==> src/rtl/mem_arbiter.sv <==
// mem_arbiter: shares one single-port memory between the instruction-fetch
// path and the load/store path of a single-cycle core. At most one access is
// issued per cycle. Contention alternates fairly. Read data returns one cycle
// after the grant, and the core stall is raised until both accesses of the
// current instruction have completed.
module mem_arbiter #(
  parameter  int MEM_WIDTH = 32,
  parameter  int MEM_SIZE  = 256,
  localparam int AW        = $clog2(MEM_SIZE)
) (
  input  logic                 clk,
  input  logic                 reset,          // asynchronous, active low

  // instruction-fetch side
  input  logic                 i_req,
  input  logic [AW-1:0]        i_addr,
  output logic                 i_gnt,
  output logic                 i_rvalid,
  output logic [MEM_WIDTH-1:0] i_rdata,

  // data (load/store) side
  input  logic                 d_req,
  input  logic                 d_we,
  input  logic [AW-1:0]        d_addr,
  input  logic [MEM_WIDTH-1:0] d_wdata,
  output logic                 d_gnt,
  output logic                 d_rvalid,
  output logic [MEM_WIDTH-1:0] d_rdata,

  // single-port memory
  output logic [AW-1:0]        mem_addr,
  output logic                 mem_read_en,
  output logic                 mem_write_en,
  output logic [MEM_WIDTH-1:0] mem_write_val,
  input  logic [MEM_WIDTH-1:0] mem_read_val,

  // core control
  output logic                 stall
);

  // Outstanding-read tracker: which side's read returns data this cycle.
  localparam logic [1:0] IDLE = 2'd0;
  localparam logic [1:0] RD_I = 2'd1;
  localparam logic [1:0] RD_D = 2'd2;

  logic [1:0]           state_reg;
  logic [1:0]           state_next;
  logic                 token_reg;      // last granted side: 0 = instr, 1 = data
  logic                 token_next;
  logic [MEM_WIDTH-1:0] i_rdata_reg;
  logic [MEM_WIDTH-1:0] d_rdata_reg;

  // While reset is low every combinational output is forced quiet, so the
  // core and memory see no activity even between clock edges.
  logic run;
  assign run = reset;

  logic i_elig;
  logic d_elig;
  logic grant_i;
  logic grant_d;
  logic d_store;
  logic d_load;

  // A side whose read is completing this cycle cannot be re-granted; this is
  // what lets a fetch and a load overlap grant/return without idle cycles.
  assign i_elig = i_req && (state_reg != RD_I);
  assign d_elig = d_req && (state_reg != RD_D);

  // Arbitration: a lone eligible requester wins; under contention the side
  // opposite the last grant wins (token resets to data so fetch goes first).
  always_comb begin
    grant_i = 1'b0;
    grant_d = 1'b0;
    if (run) begin
      if (i_elig && d_elig) begin
        grant_i = token_reg;
        grant_d = ~token_reg;
      end else begin
        grant_i = i_elig;
        grant_d = d_elig;
      end
    end
  end

  assign d_store = grant_d && d_we;
  assign d_load  = grant_d && !d_we;

  assign i_gnt = grant_i;
  assign d_gnt = grant_d;

  // Memory drive: address and strobes follow the granted side; quiet otherwise.
  always_comb begin
    mem_addr      = '0;
    mem_read_en   = 1'b0;
    mem_write_en  = 1'b0;
    mem_write_val = '0;
    if (grant_i) begin
      mem_addr    = i_addr;
      mem_read_en = 1'b1;
    end else if (grant_d) begin
      mem_addr = d_addr;
      if (d_we) begin
        mem_write_en  = 1'b1;
        mem_write_val = d_wdata;
      end else begin
        mem_read_en = 1'b1;
      end
    end
  end

  // Next state and token: a read grant records which side gets data next
  // cycle; a store completes immediately so it returns to IDLE.
  always_comb begin
    state_next = IDLE;
    token_next = token_reg;
    if (grant_i) begin
      state_next = RD_I;
      token_next = 1'b0;
    end else if (grant_d) begin
      state_next = d_load ? RD_D : IDLE;
      token_next = 1'b1;
    end
  end

  // Arbiter state; reset abandons any outstanding read.
  always_ff @(posedge clk or negedge reset) begin
    if (!reset) begin
      state_reg <= IDLE;
      token_reg <= 1'b1;
    end else begin
      state_reg <= state_next;
      token_reg <= token_next;
    end
  end

  // Completion: read data passes straight through in the return cycle and is
  // held afterwards until the same side's next completion.
  assign i_rvalid = run && (state_reg == RD_I);
  assign d_rvalid = run && (state_reg == RD_D);

  assign i_rdata = i_rvalid ? mem_read_val : i_rdata_reg;
  assign d_rdata = d_rvalid ? mem_read_val : d_rdata_reg;

  // Read-data holding registers.
  always_ff @(posedge clk or negedge reset) begin
    if (!reset) begin
      i_rdata_reg <= '0;
      d_rdata_reg <= '0;
    end else begin
      if (i_rvalid) i_rdata_reg <= mem_read_val;
      if (d_rvalid) d_rdata_reg <= mem_read_val;
    end
  end

  // Core stall: hold while a fetch has not returned or a data access has not
  // finished (a store finishes in its grant cycle).
  assign stall = run && ((i_req && !i_rvalid) ||
                         (d_req && !(d_rvalid || d_store)));

endmodule
==> config.mk <==
export PLATFORM = sky130hd
export DESIGN_NAME = mem_arbiter
export DESIGN_NICKNAME = d
export VERILOG_FILES = /design/src/rtl/mem_arbiter.sv
export SDC_FILE = /design/constraint.sdc
export NUM_CORES = 1
export LEC_CHECK = 0
export ABC_AREA = 0
export CAP_MARGIN = 40
export CORE_MARGIN = 10
export CORE_UTILIZATION = 37
export DETAILED_ROUTE_END_ITERATION = 8
export GPL_ROUTABILITY_DRIVEN = 0
export PLACE_DENSITY = 0.82
export SLEW_MARGIN = 25
export SYNTH_ARGS = -nofsm -noshare
export SYNTH_HDL_FRONTEND = slang
export SYNTH_SLANG_ARGS = --single-unit
export TNS_END_PERCENT = 50
==> constraint.sdc <==
create_clock -name clk -period 1.85 [get_ports clk]
set_clock_uncertainty 0.2 [all_clocks]
set_input_delay 0.37 -clock clk [delete_from_list [all_inputs] [get_ports clk]]
set_output_delay 0.37 -clock clk [all_outputs]
set_load 0.02 [all_outputs]
After elaboration in Yosys (flattened, before gate mapping) --
Index checks and enable logic that the tools add are counted.
Operators by class: multiply operators 0, add/subtract/negate cells 0, equal/unequal tests 4, bitwise operators 1, divide/modulo/power cells 0, magnitude comparators 0, multiplexer cells 22, shift-type cells 0, reduce and logical (&&, ||, !) cells 16
Operators by type and width (number):
- 2-to-1 mux 32 bit | 5
- 2-to-1 mux 8 bit | 2
- 2-to-1 mux 1 bit | 12
- logical AND 1 bit | 10
- 2-to-1 mux 2 bit | 3
- logical NOT 1 bit | 3
- == test 2 x 1 -> 1 bit, second input constant | 1
- == test 2 bit, second input constant | 1
- logical OR 1 bit | 2
- != test 2 x 1 -> 1 bit, second input constant | 1
- != test 2 bit, second input constant | 1
- nonzero test 2 bit | 1
- NOT 1 bit | 1
Storage, ports and cells: register bits after elaboration 67, memories kept 0, bits of input ports 85, memory bits (read-only) 0, bits in writable memories 0, output and inout bits 111, latch bits 0

Longest topological paths before layout --
Gate-level depths: netlist of the first run.
depth in word-level cells 11, gate-level depth with buffers 5, depth with buffers taken out 3

Worst setup path after synthesis of the first run --
OpenSTA, ideal clock, no wires.
kind input port to output port, start in d_we, end out mem_write_val[10], data required time 1280 ps, cell stages on the path 4, data arrival time 1412 ps, slack -132 ps, path through clkbuf_1 clkbuf_1 nand2_1 nor3_1
Between the ends: longest elaborated chain between the ends 3
RTL lines:
- start, declared | line 23 | input logic d_we,
- 2-to-1 mux 32 bit | line 103 | if (d_we) begin
- 2-to-1 mux 32 bit | line 101 | end else if (grant_d) begin
- 2-to-1 mux 32 bit | line 98 | if (grant_i) begin
- end, declared | line 34 | output logic [MEM_WIDTH-1:0] mem_write_val,
Every way passes these cells.

Final worst setup path of the first run --
start reg state_reg[0], end out i_rdata[26]
Between the ends: longest elaborated chain between the ends 3
RTL lines:
- start, declared | line 46 | logic [1:0] state_reg;
- start signal, assigned | line 132 | state_reg <= state_next;
- == test 2 x 1 -> 1 bit | line 139 | assign i_rvalid = run && (state_reg == RD_I);
- logical AND 1 bit | line 139
- 2-to-1 mux 32 bit
- end, declared | line 19 | output logic [MEM_WIDTH-1:0] i_rdata,
Every way passes these cells.

==> flow_metrics.env, run 1 <==
export IMPL_status="finished, violations left"
export IMPL_violations="negative setup slack"
export IMPL_drc=0
export IMPL_initial_core_util_pct=37.5
export IMPL_antenna_found_initial=0
export IMPL_synth_warnings=0
export IMPL_grt_pass1_vias=3142
export IMPL_cts_tree="yes"
export IMPL_clock_sinks=67
export IMPL_power_share_switching_pct=34.4
export IMPL_overflow=0
export IMPL_max_freq_mhz=426
export IMPL_hold_violations=0
export IMPL_layout_nets=578
export IMPL_rrSetupSlack_ns=0.13
export IMPL_slew_viol_final=0
export IMPL_num_vias=2925
export IMPL_place_inst=573
export IMPL_insertion_delay_ns=0.33
export IMPL_syn_to_final_growth_pct=94.6
export IMPL_grt_max_degree=66
export IMPL_worstReg2RegStart="state_reg[0]"
export IMPL_syn_inst=266
export IMPL_p_leak_uw=0.00289
export IMPL_synthDominantCellAreaShare_pct=54.2
export IMPL_synthArstFlopShare_pct=100
export IMPL_ys_top_cells_by_area="dfrtp_1 (54%), mux2_1 (24%), nand2_1 (6.3%)"
export IMPL_dr_pass1_iters=4
export IMPL_rows=33
export IMPL_grt_pass1_wl_um=17100
export IMPL_synth_ff_type="dfrtp_1"
export IMPL_seqCellArea_um2=1680
export IMPL_dpl_hpwl_um=8530
export IMPL_power_internal_uw=4230
export IMPL_power_frac_clock_pct=18.2
export IMPL_maxCapViolations=0
export IMPL_cts_buffers=9
export IMPL_multi_input_area_um2=1560
export IMPL_worstPathArrival_ns=1.78
export IMPL_ys_seq_area_share_pct=55.0
export IMPL_io_buffers=195
export IMPL_design_core_area_um2=8130
export IMPL_gr_usage_all_layers_pct=17.0
export IMPL_critical_path_class="register to primary output"
export IMPL_clk_pin_slew_worst_paths_ns=0.07
export IMPL_synthDistinctLibCells=24
export IMPL_routed_wl_um=11700
export IMPL_syn_num_nets=351
export IMPL_die_y_um=111
export IMPL_final_core_util_pct=72.9
export IMPL_cp_max_fo=10
export IMPL_drive_gt1_share_pct=49.0
export IMPL_tightest_slew_ns=0.276
export IMPL_reg2reg_to="d_rdata_reg[7]"
export IMPL_synth_area_per_cell_um2=11.5
export IMPL_startpoint="state_reg[0]"
export IMPL_die_w_um=111
export IMPL_setup_violations_final=111
export IMPL_combPwrFrac_pct=50.0
export IMPL_power_density_nw_per_um2=1090
export IMPL_min_path_type="primary input to async pin"
export IMPL_syn_area_um2=3050
export IMPL_htreeDepth=3
export IMPL_drt_iter0_drc=71
export IMPL_worst_r2r_path_depth=5
export IMPL_ys_ff_latch=67
export IMPL_cp_required_ns=1.28
export IMPL_ant_nets=0
export IMPL_wl_per_cell_um=19.5
export IMPL_clk_path_buf_depth=2
export IMPL_synth_area_leader_cell="dfrtp_1"
export IMPL_synth_edf_count=0
export IMPL_viasPerCell=4.85
export IMPL_antennaDiodeCount=0
export IMPL_peakVddDrop_uv=492
export IMPL_fin_cells=603
export IMPL_final_setup_worst_slack_ns=-0.496
export IMPL_period_share_pct=127
export IMPL_die_area_um2=12300
export IMPL_start_kind="register"
export IMPL_grt_setup_unrepaired="yes"
export IMPL_finalSetupTns_ns=-48.64
export IMPL_root_buffer="clkbuf_8"
export IMPL_worstSetupEndpointType="primary output"
export IMPL_seq_power_share_pct=31.8
export IMPL_p_switching_uw=2220
export IMPL_ios=196
export IMPL_slew_headroom_pct=81.6
export IMPL_n_fill_cell=578
export IMPL_fin_crit_ns=2.35
-- synthesized netlist by cell type, types with 2 or more instances --
master    count
a21oi_1       2
a21oi_2       2
and2_1        2
and2b_1       2
buf_2         6
buf_4         6
clkbuf_1      7
dfrtp_1      66
mux2_1       64
nand2_1      51
nand2_2       2
nand2b_1      3
nor2_1        3
nor3_1       33
o22ai_1       8
-- worst max-delay path by stage --
stage	to	slack, ns	cells past startpoint
after floorplan	mem_write_val[10]	-0.13	4
after global placement	mem_addr[1]	-0.78	5
after detailed placement	mem_addr[5]	-0.81	5
after CTS	mem_write_val[9]	-0.56	6
after global routing	i_rdata[11]	-0.57	5
final	i_rdata[26]	-0.50	5
-- layout by cell type, fill, tap and decap left out, types with 2 or more instances in the layout --
| master | Yosys | routed |
|---|---|---|
| and2_2 | 0 | 2 |
| dfrtp_1 | 66 | 66 |
| clkbuf_16 | 0 | 5 |
| clkinvlp_4 | 0 | 2 |
| nand2_1 | 51 | 51 |
| nor2_1 | 3 | 2 |
| and2b_2 | 0 | 2 |
| buf_2 | 6 | 24 |
| clkinv_2 | 0 | 2 |
| mux2_4 | 0 | 45 |
| buf_12 | 0 | 6 |
| buf_4 | 6 | 53 |
| buf_16 | 0 | 2 |
| mux2_2 | 0 | 8 |
| nor3_1 | 33 | 33 |
| nand2b_4 | 0 | 2 |
| buf_8 | 0 | 2 |
| o22ai_2 | 0 | 7 |
| a21oi_4 | 0 | 2 |
| buf_6 | 0 | 60 |
| clkdlybuf4s50_1 | 0 | 83 |
| clkbuf_8 | 0 | 9 |
| mux2_1 | 64 | 11 |
-- metrics by stage --
step	power, uW	hold WS, ns	worst slack (ns)	instance area (um^2)
3_5_place_dp	4840	0.227	-0.811	5360
5_1_grt	6770	0.153	-0.572	5930
6_report	6450	0.134	-0.496	5930
2_1_floorplan	3340	-0.126	-0.132	3100
4_1_cts	5710	0.220	-0.559	5230
3_3_place_gp	4750	0.228	-0.783	5360
-- logic make-up after synthesis --
| logic type | synth area share (%) |
|---|---|
| flip-flops | 55.0 |
| buffers and inverters | 3.69 |
| multiplexers | 23.6 |
| AND/OR/NAND/NOR | 14.4 |
| AO/OA/AOI/OAI | 3.20 |
-- power by group through the flow --
stage          registers [uW]  clock network [uW]  logic [uW]
2_1_floorplan            2020                   0        1320
3_3_place_gp             2030                   0        2720
3_5_place_dp             2060                   0        2780
4_1_cts                  2040                1210        2460
5_1_grt                  2090                1290        3390
6_report                 2050                1170        3220
-- final cells by class --
| type | instances | area share (%) |
|---|---|---|
| Clock buffer | 10 | 2.15 |
| Clock inverter | 6 | 1.08 |
| Inverter | 2 | 0.127 |
| Multi-Input combinational cell | 177 | 26.3 |
| Sequential cell | 67 | 28.3 |
| Tap cell | 105 | 2.21 |
| Timing Repair Buffer | 236 | 39.9 |
-- critical path: stages, from the launching register on --
cell and delay [ns]:
dfrtp_1 0.39, and2b_2 0.23, nand2_4 0.12, clkbuf_16 0.18
mux2_1 0.35, buf_2 0.17
-- timing repair --
| item | 4_1_cts | 5_1_grt |
|---|---|---|
| endpoints found under the setup margin | 111 | 111 |
| buffers inserted | 0 | 6 |
| hold buffers | 1 | 0 |
| endpoints found under the hold margin | 2 | 0 |
| gates resized for setup | 485 | 235 |
| gates cloned | 1 | 5 |
-- per-layer routing --
metal	vias up	GRT usage, %	share of wire [%]
li1	1373	-	-
met4	0	7.38	2.9
met3	22	6.76	8.1
met2	130	29.1	51
met1	1400	18.2	38
met5	-	0	0
No activity file was read; power rests on OpenSTA's default activity.
==> run 2, diff against run 1 <==
--- a/config.mk
+++ b/config.mk
@@ -5,10 +5,10 @@
 export SDC_FILE = /design/constraint.sdc
 export NUM_CORES = 1
 export LEC_CHECK = 0
-export ABC_AREA = 0
+export ABC_AREA = 1
 export CAP_MARGIN = 40
 export CORE_MARGIN = 10
-export CORE_UTILIZATION = 37
+export CORE_UTILIZATION = 38
 export DETAILED_ROUTE_END_ITERATION = 8
 export GPL_ROUTABILITY_DRIVEN = 0
 export PLACE_DENSITY = 0.82
==> flow_metrics.env, run 2 <==
export IMPL_status="finished, violations left"
export IMPL_violations="negative setup slack"
export IMPL_period_share_pct=121
export IMPL_fin_crit_ns=2.23
export IMPL_start_kind="register"
export IMPL_clk_pin_slew_worst_paths_ns=0.08
export IMPL_maxCapViolations=0
export IMPL_grt_max_degree=39
export IMPL_syn_area_um2=3240
export IMPL_ant_nets=0
export IMPL_drc=0
export IMPL_cp_slowest_cell="dfrtp_2"
export IMPL_peakVddDrop_uv=520
export IMPL_final_setup_worst_slack_ns=-0.384
export IMPL_worstPathArrival_ns=1.66
export IMPL_setup_violations_final=111
export IMPL_grt_pass1_wl_um=18700
export IMPL_power_density_nw_per_um2=996
export IMPL_critical_path_buf_inv_count=5
export IMPL_gr_usage_all_layers_pct=18.0
export IMPL_antenna_found_initial=0
export IMPL_reg2reg_to="d_rdata_reg[20]"
export IMPL_drive_gt1_share_pct=51.4
export IMPL_max_freq_mhz=448
export IMPL_worstSetupEndpointType="primary output"
export IMPL_hold_slack_ns=0.119
export IMPL_synth_area_per_cell_um2=8.82
export IMPL_ys_ff_latch=67
export IMPL_dpl_hpwl_um=9120
export IMPL_worstReg2RegStart="state_reg[0]"
export IMPL_ios=196
export IMPL_most_common_layout_cells="nand2_1 (86), buf_4 (86), clkdlybuf4s50_1 (82), buf_6 (74), dfrtp_1 (64)"
export IMPL_insertion_delay_ns=0.34
export IMPL_dr_pass1_iters=4
export IMPL_ys_seq_area_share_pct=51.9
export IMPL_synth_warnings=0
export IMPL_wl_per_cell_um=17.0
export IMPL_ys_top_cells_by_area="dfrtp_1 (51%), nand2_1 (13%), o21ai_2 (7.8%)"
export IMPL_fin_cells=726
export IMPL_synth_ff_type="dfrtp_1"
export IMPL_overflow=0
export IMPL_cts_buffers=9
export IMPL_clock_sinks=67
export IMPL_layout_nets=701
export IMPL_initial_core_util_pct=39.2
export IMPL_root_buffer="clkbuf_8"
export IMPL_critPathMaxStageDelay_ns=0.47
export IMPL_rrSetupSlack_ns=0.18
export IMPL_num_vias=3437
export IMPL_slew_viol_final=0
export IMPL_drt_iter0_drc=119
export IMPL_worst_r2r_path_depth=8
export IMPL_design_core_area_um2=8260
export IMPL_rows=33
export IMPL_synthDominantCellAreaShare_pct=51.0
export IMPL_clk_path_buf_depth=2
export IMPL_synthDistinctLibCells=22
export IMPL_synthArstFlopShare_pct=100
export IMPL_cp_required_ns=1.28
export IMPL_min_path_type="primary input to async pin"
export IMPL_cts_tree="yes"
export IMPL_crit_top_cell="inv_4"
export IMPL_routed_wl_um=12400
export IMPL_yosysMostFrequentCell="nand2_1"
export IMPL_viasPerCell=4.73
export IMPL_startpoint="state_reg[0]"
export IMPL_slew_headroom_pct=67.8
export IMPL_syn_num_nets=452
export IMPL_die_w_um=112
export IMPL_grt_pass1_vias=3604
export IMPL_hold_violations=0
export IMPL_die_area_um2=12600
export IMPL_tightest_slew_ns=0.483
export IMPL_syn_inst=367
export IMPL_synth_cells_most_frequent="nand2_1 (108), dfrtp_1 (66), inv_1 (42), o21ai_2 (29), nor2_1 (22)"
export IMPL_syn_to_final_growth_pct=96.9
export IMPL_cp_max_fo=8
export IMPL_io_buffers=195
export IMPL_grt_setup_unrepaired="yes"
export IMPL_synth_area_leader_cell="dfrtp_1"
export IMPL_htreeDepth=3
export IMPL_critical_path_class="register to primary output"
export IMPL_cp_top_family="buffers and inverters"
export IMPL_place_inst=700
export IMPL_die_y_um=112
export IMPL_path_cells="inv_4 > nand2_4 > buf_4 > nand3_4 > buf_6 > inv_4 > o21ai_4 > buf_12"
export IMPL_synth_edf_count=0
export IMPL_p_leak_uw=0.00314
export IMPL_antennaDiodeCount=0
==> run 2: changes by cell type in the layout (fill, tap and decap cells not counted), moves of 15 or more <==
cell     change
nor2_1      +16
mux2_4      -45
nor3_1      -33
nor2_2      +15
nand2_1     +35
inv_1       +36
nand2_2     +20
buf_2       -22
buf_4       +33
o21ai_2     +53
==> run 2: area by class of cell <==
class | instances | area, um^2
inverters | 44 | 178
clock inverters | 6 | 88.8
clock buffers | 10 | 128
flip-flops and latches | 67 | 1680
repair buffers | 259 | 2570
fillers | 550 | 1890
multi-input cells | 235 | 1590
well taps | 105 | 131
==> run 2: kinds of logic (layout without fill, tap and decap cells) <==
kind of cell	after synthesis	count (layout)	synth area share [%]
AND/OR/NAND/NOR	167	168	22.7
flip-flops	67	67	51.9
buffers and inverters	66	319	11.6
AO/OA/AOI/OAI	67	67	13.9
==> run 2: tightest hold or removal path, cell delays in order <==
cell and delay [ns]:
buf_2 0.18, buf_12 0.13, buf_4 0.41
==> run 2: worst max path at each step <==
| stage | endpoint | slack (ns) | depth (start not counted) |
|---|---|---|---|
| finish | mem_read_en | -0.38 | 8 |
| CTS | mem_read_en | -0.43 | 9 |
| global route | mem_read_en | -0.45 | 8 |
| global placement | mem_write_val[13] | -0.78 | 6 |
| detailed placement | mem_write_val[8] | -0.83 | 6 |
| floorplan | mem_read_en | 0.03 | 4 |
==> run 2: timing repair <==
action / 4_1_cts / 5_1_grt
cloned: 0 / 1
hold endpoints to repair: 29 / 0
resized for setup: 485 / 282
hold buffers: 2 / 0
pin swaps: 2 / 17
setup endpoints to repair: 111 / 111
setup buffers: 0 / 8
==> run 2: power by group <==
group	switching, uW	internal (uW)	leakage (uW)
combinational	1560	1490	0.00220
clock	561	761	0.000103
sequential	133	1840	0.000841
==> run 2: metrics by stage <==
| stage | utilization, % | instance area [um^2] | total power, uW | setup slack [ns] | setup TNS, ns |
|---|---|---|---|---|---|
| floorplan | - | 3240 | 3150 | 0.0315 | 0 |
| global placement | 68.2 | 5630 | 4590 | -0.779 | -63.06 |
| detailed placement | 68.2 | 5630 | 4670 | -0.832 | -65.35 |
| CTS | 70.5 | 5820 | 5900 | -0.428 | -36.36 |
| global route | 77.2 | 6370 | 6690 | -0.449 | -36.67 |
| finish | 77.2 | 6370 | 6350 | -0.384 | -27.48 |
==> run 2: per-layer routing <==
metal  global-route usage [%]  routed length [um]
met1                     19.1                4470
met2                     30.5                6340
met3                     10.4                1450
met4                     3.81                  95
met5                        0                   0
